### src/rtl/scan_pkg.sv
// Shared types and constants for the scan chain controller.
// Imported by scan_chain_ctrl and scan_bit_counter.
package scan_pkg;

    typedef enum logic [1:0] {
        IDLE,
        SHIFT,
        DONE
    } scan_state_t;

    localparam int SCAN_CHAIN_LEN_DEFAULT = 16;

endpackage

### src/rtl/scan_bit_counter.sv
// Shift counter for one load/capture pass.
// Saturates at CHAIN_LEN; last flags the final shift.
module scan_bit_counter
    import scan_pkg::*;
#(
    parameter int CHAIN_LEN = SCAN_CHAIN_LEN_DEFAULT
) (
    input  logic clk,
    input  logic rst_n,
    input  logic clear,
    input  logic inc,
    output logic last
);

    localparam int CW = $clog2(CHAIN_LEN + 1);

    logic [CW-1:0] count;

    // count shift edges, never past CHAIN_LEN
    always_ff @(posedge clk or negedge rst_n) begin
        if (!rst_n) begin
            count <= '0;
        end else if (clear) begin
            count <= '0;
        end else if (inc && (count != CW'(CHAIN_LEN))) begin
            count <= count + 1'b1;
        end
    end

    assign last = (count == CW'(CHAIN_LEN - 1));

endmodule

### src/rtl/scan_chain_ctrl.sv
// Scan chain initiator: loads a word MSB-first and captures old contents.
// Optional pause input enabled by defining SCAN_CTRL_PAUSE_EN.
module scan_chain_ctrl
    import scan_pkg::*;
#(
    parameter int CHAIN_LEN = SCAN_CHAIN_LEN_DEFAULT
) (
    input  logic                 clk,
    input  logic                 rst_n,
    input  logic                 start,
    input  logic [CHAIN_LEN-1:0] load_data,
    output logic [CHAIN_LEN-1:0] capture_data,
    output logic                 busy,
    output logic                 done,
    output logic                 scan_enable,
    output logic                 scan_in,
`ifdef SCAN_CTRL_PAUSE_EN
    input  logic                 pause,
`endif
    input  logic                 scan_out
);

    scan_state_t state;
    scan_state_t state_n;

    logic [CHAIN_LEN-1:0] tx;
    logic [CHAIN_LEN-1:0] tx_n;
    logic [CHAIN_LEN-1:0] rx;
    logic [CHAIN_LEN-1:0] rx_n;
    logic                 se_n;
    logic                 si_n;
    logic                 cnt_clear;
    logic                 cnt_inc;
    logic                 last;
    logic                 hold;

`ifdef SCAN_CTRL_PAUSE_EN
    assign hold = pause;
`else
    assign hold = 1'b0;
`endif

    scan_bit_counter #(
        .CHAIN_LEN(CHAIN_LEN)
    ) u_cnt (
        .clk  (clk),
        .rst_n(rst_n),
        .clear(cnt_clear),
        .inc  (cnt_inc),
        .last (last)
    );

    // state and datapath registers
    always_ff @(posedge clk or negedge rst_n) begin
        if (!rst_n) begin
            state       <= IDLE;
            tx          <= '0;
            rx          <= '0;
            scan_enable <= 1'b0;
            scan_in     <= 1'b0;
        end else begin
            state       <= state_n;
            tx          <= tx_n;
            rx          <= rx_n;
            scan_enable <= se_n;
            scan_in     <= si_n;
        end
    end

    // next-state, shift datapath and counter control
    always_comb begin
        state_n   = state;
        tx_n      = tx;
        rx_n      = rx;
        se_n      = scan_enable;
        si_n      = scan_in;
        cnt_clear = 1'b0;
        cnt_inc   = 1'b0;
        unique case (state)
            IDLE, DONE: begin
                if (start) begin
                    state_n   = SHIFT;
                    tx_n      = {load_data[CHAIN_LEN-2:0], 1'b0};
                    rx_n      = '0;
                    se_n      = 1'b1;
                    si_n      = load_data[CHAIN_LEN-1];
                    cnt_clear = 1'b1;
                end else begin
                    state_n = IDLE;
                end
            end
            SHIFT: begin
                if (scan_enable) begin
                    rx_n    = {rx[CHAIN_LEN-2:0], scan_out};
                    cnt_inc = 1'b1;
                    if (last) begin
                        state_n = DONE;
                        se_n    = 1'b0;
                        si_n    = 1'b0;
                    end else begin
                        si_n = tx[CHAIN_LEN-1];
                        tx_n = {tx[CHAIN_LEN-2:0], 1'b0};
                        se_n = !hold;
                    end
                end else begin
                    se_n = !hold;
                end
            end
            default: begin
                state_n = IDLE;
            end
        endcase
    end

    assign capture_data = rx;
    assign busy         = (state == SHIFT);
    assign done         = (state == DONE);

endmodule
### config.mk
export PLATFORM = sky130hd
export DESIGN_NAME = scan_chain_ctrl
export DESIGN_NICKNAME = d
export VERILOG_FILES = /design/src/rtl/scan_pkg.sv /design/src/rtl/scan_bit_counter.sv /design/src/rtl/scan_chain_ctrl.sv
export SDC_FILE = /design/constraint.sdc
export NUM_CORES = 1
export LEC_CHECK = 0
export ABC_AREA = 1
export BUFFER_PORTS_ARGS = -buffer_cell sky130_fd_sc_hd__buf_2
export CAP_MARGIN = 15
export CORE_ASPECT_RATIO = 0.9
export CORE_MARGIN = 2
export CORE_UTILIZATION = 50
export CTS_CLUSTER_DIAMETER = 200
export DETAILED_ROUTE_END_ITERATION = 6
export PLACE_DENSITY = 0.74
export SYNTH_ARGS = -nofsm -noshare
export SYNTH_HDL_FRONTEND = slang
export SYNTH_HIERARCHICAL = 1
export SYNTH_SLANG_ARGS = --single-unit
### constraint.sdc
create_clock -name clk -period 3 [get_ports clk]
set_input_delay 0.45 -clock clk [delete_from_list [all_inputs] [get_ports clk]]
set_output_delay 0.45 -clock clk [all_outputs]
set_load 0.02 [all_outputs]
Word level (Yosys, flattened, before mapping)
Cells that the tools add are included.

operators by class
  add/subtract/negate cells = 1
  eq/ne operators = 8
  mux-type cells = 25
  reduce and logical (&&, ||, !) cells = 9

operators with widths
  kind                                                                     number
  16-bit 2-to-1 mux                                                        5
  16-bit one-hot mux with 2 select lines                                   2
  1-bit 2-to-1 mux                                                         11
  5-bit 2-to-1 mux                                                         2
  5-bit by 1-bit adder with 5-bit output, second input constant            1
  5-bit by 4-bit == test with 1-bit output, second input constant          1
  5-bit inequality test, second input constant                             1
  2-bit 2-to-1 mux                                                         2
  2-bit by 1-bit inequality test with 1-bit output, second input constant  2
  2-bit inequality test, second input constant                             2
  1-bit one-hot mux with 2 select lines                                    2
  2-bit one-hot mux with 2 select lines                                    1
  2-bit AND reduction                                                      2
  4-bit AND reduction                                                      1
  2-bit nonzero test                                                       2
  3-bit AND reduction                                                      1
  2-bit by 1-bit == test with 1-bit output, second input constant          1
  2-bit == test, second input constant                                     1
  2-bit logical NOT                                                        1
  2-bit OR reduction                                                       1
  1-bit logical AND                                                        1

storage, ports and cells
  register bits = 41
  input port bits = 20

Depth between registers and ports, before layout
  depth in word-level cells = 5
  mapped depth = 9
  depth with buffers taken out = 9

By module
The synthesis kept the hierarchy.

modules (own cells, without submodules)
  module            instances  cells each  area an instance (sq um)  seq. area each (sq um)
  scan_chain_ctrl   1          189         1596.5                    875.8
  scan_bit_counter  1          42          340.3                     125.1

Least setup slack after synthesis
No wires, ideal clock.

  path kind = register to register
  start point = reg u_cnt.count[0]
  end point = reg tx[3]
  setup time = 0.117 ns
  arrival = 1.317 ns
  data required time = 2.883 ns
  setup slack = 1.565 ns
  stages on the path, launching flop included = 10
  period minus slack after synthesis = 1.435 ns
  path through = dfrtp_1 > ha_1 > nand2_1 > nor2_1 > ha_1 > nand2_2 > nand2_4 > buf_6 > nand2_1 > nand2_1

on the way
  word-level cells in the longest chain between the ends = 3

ends and longest elaborated chain
  item                                      RTL line                source
  start: declaration                        scan_bit_counter.sv:17  logic [CW-1:0] count;
  start signal: assignment                  scan_bit_counter.sv:26  count <= count + 1'b1;
  5-bit by 4-bit == test with 1-bit output  scan_bit_counter.sv:30  assign last = (count == CW'(CHAIN_LEN - 1));
  via last                                  scan_chain_ctrl.sv:34   logic last;
  2-bit inequality test (no line)           n/a
  4-bit AND reduction (no line)             n/a
  end signal: assignment                    scan_chain_ctrl.sv:63   tx <= tx_n;
  end: declaration                          scan_chain_ctrl.sv:26   logic [CHAIN_LEN-1:0] tx;

The timed path passes the listed nets, and every way through them passes these cells.
A chain may end at the register's enable or synchronous reset.

Final worst setup path
  start point = reg state[0]
  end point = reg tx[5]

on the way
  word-level cells in the longest chain between the ends = 4

ends and longest elaborated chain
  item                                                                          RTL line               source
  start: declaration                                                            scan_chain_ctrl.sv:23  scan_state_t state;
  start signal: assignment                                                      scan_chain_ctrl.sv:62  state <= state_n;
  2-bit == test / 2-bit logical NOT (equally long branches)                     scan_chain_ctrl.sv:79  unique case (state)
  2-bit OR reduction                                                            scan_chain_ctrl.sv:79
  2-bit inequality test (no line) / 2-bit nonzero test (equally long branches)  n/a
  4-bit AND reduction (no line)                                                 n/a

Parallel ways exist; a longest one is shown, timed or not.

==> impl.org <==
** Pwr
- Power after layout :: 2224 uW
- For this design the ratio of total power to cell area is between 1000 and 1500 mW/mm^2.
- Worst IR Drop VDD :: 470.9 uV
- The analysis attributes to cell leakage a power of 0.001231 uW.

** Yosys
- Multiplexer cells account for 0% of the synthesized area.
- Of all flip-flops after synthesis, the portion carrying an async set or reset was 100.0%.
- Among all flip-flop cells after synthesis, the most frequent one is sky130_fd_sc_hd__dfrtp_1.
- Summing the areas of all compound-gate instances in the mapped netlist gives just under 6% of the synthesized area.
- Cell type with the highest aggregate area in the netlist :: sky130_fd_sc_hd__dfrtp_1
- Most repeated cell in the gate-level netlist after synthesis :: sky130_fd_sc_hd__nand2_1
- Of the total synthesized cell area, the portion taken by AND, OR, NAND and NOR gates is 31.20%.
- A synthesized cell averages around 8.4 um^2.
- During synthesis, Yosys emitted a total of 6 warnings.
- The synthesized netlist contains 24 unique library cells.
- Synthesis handed over a netlist of 231 instances.
- The commonest cells after synthesis are sky130_fd_sc_hd__nand2_1 (73), sky130_fd_sc_hd__dfrtp_1 (40), sky130_fd_sc_hd__nand3_1 (36).
- Counting every net in the synthesized netlist gives 254.
- The synthesized netlist devotes 0.4522% of its cell area to XOR and XNOR gates.
- Post-synth EDFFs :: 0
- Proportion of synthesized chip area in sequential cells :: a little over 50%
- Counting flops and latches in the post-synthesis netlist gives 40.
- The top cell type by area accounts for around half of the synthesized area.
- By area, the combinational part of the netlist is dominated by simple AND/OR/NAND/NOR gates.
- The cell area that synthesis handed to floorplanning was ~0.0019 mm^2.
- Adder-cell share of the synthesized area :: 1.938%
- By area the synthesized netlist is led by sky130_fd_sc_hd__dfrtp_1 (52%), sky130_fd_sc_hd__nand2_1 (14%), sky130_fd_sc_hd__nand3_1 (9.3%), sky130_fd_sc_hd__o22ai_1 (4.5%), sky130_fd_sc_hd__inv_1 (4.5%).

** STA
- For this run, the top clock speed supported by timing is around 470 MHz.
- For the finished layout, the period the worst path requires is 2.122 ns.
- Max transition margin :: 43.45%
- The hold violation total from the final report came to 0.
- Setup repair after global routing missed its margin :: no
- The max-slew violation total from the final report came to 0.
- For the final database, setup skew stands at around 0.010 ns.
- At the pin with the least slew margin, the transition time is 0.8482 ns.
- Final count of negative-setup-slack endpoints :: 0
- The worst path uses between 70 and 80% of the clock period.
- Setup TNS :: 0 ns

** Floorplanning
- The core region is 0.003705 mm^2.
- From bottom edge to top edge, the die measures 63.05 um.
- I/O pin count :: 40
- Starting Density :: 52.28%
- Row generation in the floorplan step produced 21 rows.
- Measured along the x axis, the die boundary spans 69.61 um.
- Die Footprint :: between 0.004 and 0.005 mm^2

** CTS
- Sink count of the clock tree :: 40
- After clock tree synthesis, the flow added hold-fix buffers numbering 0.
- H-tree Lvls :: 2
- Clock-pin slew was measured on the worst setup and hold paths at 0.08 ns.
- CTS root buffer :: sky130_fd_sc_hd__clkbuf_8
- TritonCTS created 5 clock buffers.
- Clock latency on the worst-skew pair :: 0.30 ns
- TritonCTS built the clock tree.
- # Post-CTS Setup Buffers :: 0
- Buffer depth of the longest clock path :: 2
- Post-cts resize count :: 0

** Global routing
- Wire length of the first global-routing pass :: about 6600 um
- Global routing used between 10% and 20% of the available tracks across all layers.
- Entering global routing, the biggest net connects 41 pins.
- Congestion Overflow GR :: 0
- The number of antenna violations at the first check in global routing came to 0.
- The via count of the first global-routing pass is 1468.

** Placed design
- Placer Congestion :: 0.8108
- HPWL after DPL :: 2604 um
- Number of buffers inserted by port buffering :: 39

** Drt
- Initial detailed-routing violation count :: 132
- Dividing the detail-routed wire length by the instance count gives 12.43 um.
- For this run, design rule violations remaining after detail routing come to 0.
- Overall via count from detail_route :: 1608
- For this run, the detailed router's first-pass iteration total came to 4.
- Total routed wirelength :: 3903 um
- In the routed layout, each cell is associated on average with a via count of 5.121.
- The count of nets left with antenna violations once routing finished came out at 0.

** Cells and area
- Layout cells sized above 1 :: 23.13%
- Share of the core filled with cells in the final layout :: 60.01%
- Area growth syn-to-layout :: 14.79%
- Fill cell total of the finished layout :: 353
- For this run, the post-layout net count is 290.
- 0 antenna diodes ended up in the layout.

** Hold path
- Class of the worst hold path :: in -> async

** Worst setup path
- Crit path DAT :: 2.30 ns
- Data on the critical path is required at its endpoint by 3.18 ns.
- The setup path with the least slack is of type reg -> reg.
- Critical Path End Type :: register
- Crit Path Max Fanout :: 31
- Worst Setup Start Kind :: register

** Run
- The tool flagged a number of max-cap violations equal to 0.

** Status
- Status :: finished clean
[placed cells by master, fill, tap and decap left out, types with 2 or more instances in the layout]
master and n:
sky130_fd_sc_hd__nand2_1 73, sky130_fd_sc_hd__dfrtp_1 40, sky130_fd_sc_hd__buf_2 39, sky130_fd_sc_hd__nand3_1 36, sky130_fd_sc_hd__inv_1 23, sky130_fd_sc_hd__o22ai_1 14
sky130_fd_sc_hd__nor2_1 7, sky130_fd_sc_hd__clkbuf_8 6, sky130_fd_sc_hd__nand2_2 5, sky130_fd_sc_hd__nand4_1 4, sky130_fd_sc_hd__ha_1 3, sky130_fd_sc_hd__nand2_4 2
sky130_fd_sc_hd__a21oi_1 2, sky130_fd_sc_hd__o21ai_0 2, sky130_fd_sc_hd__clkinvlp_4 2
[registers in the layout, summed over array words and instances, names as in the netlist]
register	count
capture_data	16
scan_enable	1
scan_in	1
state	2
tx	15
u_cnt/count	5
[where the power goes]
part | switching (uW) | internal (uW)
clock | 197 | 186
combinational | 584 | 342
sequential | 159 | 757
[metrics by stage]
step / hold slack (ns) / cells / worst slack, ns / cell area (um^2)
floorplan: 0.1544 / 231 / 1.565 / 1937
global placement: 0.4636 / 306 / 0.9696 / 2126
detailed placement: 0.4656 / 306 / 0.9077 / 2126
CTS: 0.2879 / 314 / 0.9061 / 2223
global route: 0.3219 / 314 / 0.6753 / 2223
finish: 0.2518 / 314 / 0.8783 / 2223
[path summary, 6_finish.rpt]
| path | slack [ns] | end | startpoint | cells after the start |
|---|---|---|---|---|
| worst max-delay path | 0.88 | tx[5] | state[0] | 6 |
| worst min-delay path | 0.25 | capture_data[15] | rst_n | 1 |
| worst max register to register | 0.88 | tx[5] | state[0] | 6 |
| worst min register to register | 0.48 | tx[6] | tx[6] | 2 |
| max in group asynchronous | 2.22 | tx[14] | rst_n | 1 |
| min in group clk | 0.36 | tx[1] | load_data[0] | 3 |
[logic make-up after synthesis]
family,Yosys count
and+or+nand+nor,131
adders and majority gates,3
DFF,40
xor gates and xnor gates,1
AOI/OAI and AO/OA,19
buffers and inverters,37
[cell type report]
class | count | area, um^2 | area share [%]
Timing Repair Buffer | 40 | 202.7 | 9.116
Clock buffer | 6 | 82.58 | 3.714
Sequential cell | 40 | 1001 | 45.02
Tap cell | 46 | 57.56 | 2.589
Inverter | 26 | 101.3 | 4.558
Multi-Input combinational cell | 154 | 763.2 | 34.33
Clock inverter | 2 | 15.01 | 0.6753
[layer usage]
| layer | global-route usage (%) | part of all wire (%) |
|---|---|---|
| met4 | 5.392 | 0.69 |
| met1 | 27.00 | 49 |
| met2 | 28.49 | 46 |
| met5 | 0 | 0 |
| met3 | 5.968 | 5.0 |
[worst max-delay path, stage by stage, from the launching register on]
cell and delay [ns]:
sky130_fd_sc_hd__dfrtp_1 0.77, sky130_fd_sc_hd__nand3_2 0.12, sky130_fd_sc_hd__buf_4 0.23, sky130_fd_sc_hd__nand2_2 0.46, sky130_fd_sc_hd__nand2_4 0.24, sky130_fd_sc_hd__nand2_1 0.11, sky130_fd_sc_hd__nand2_1 0.06
No activity file was read; power rests on OpenSTA's default activity.
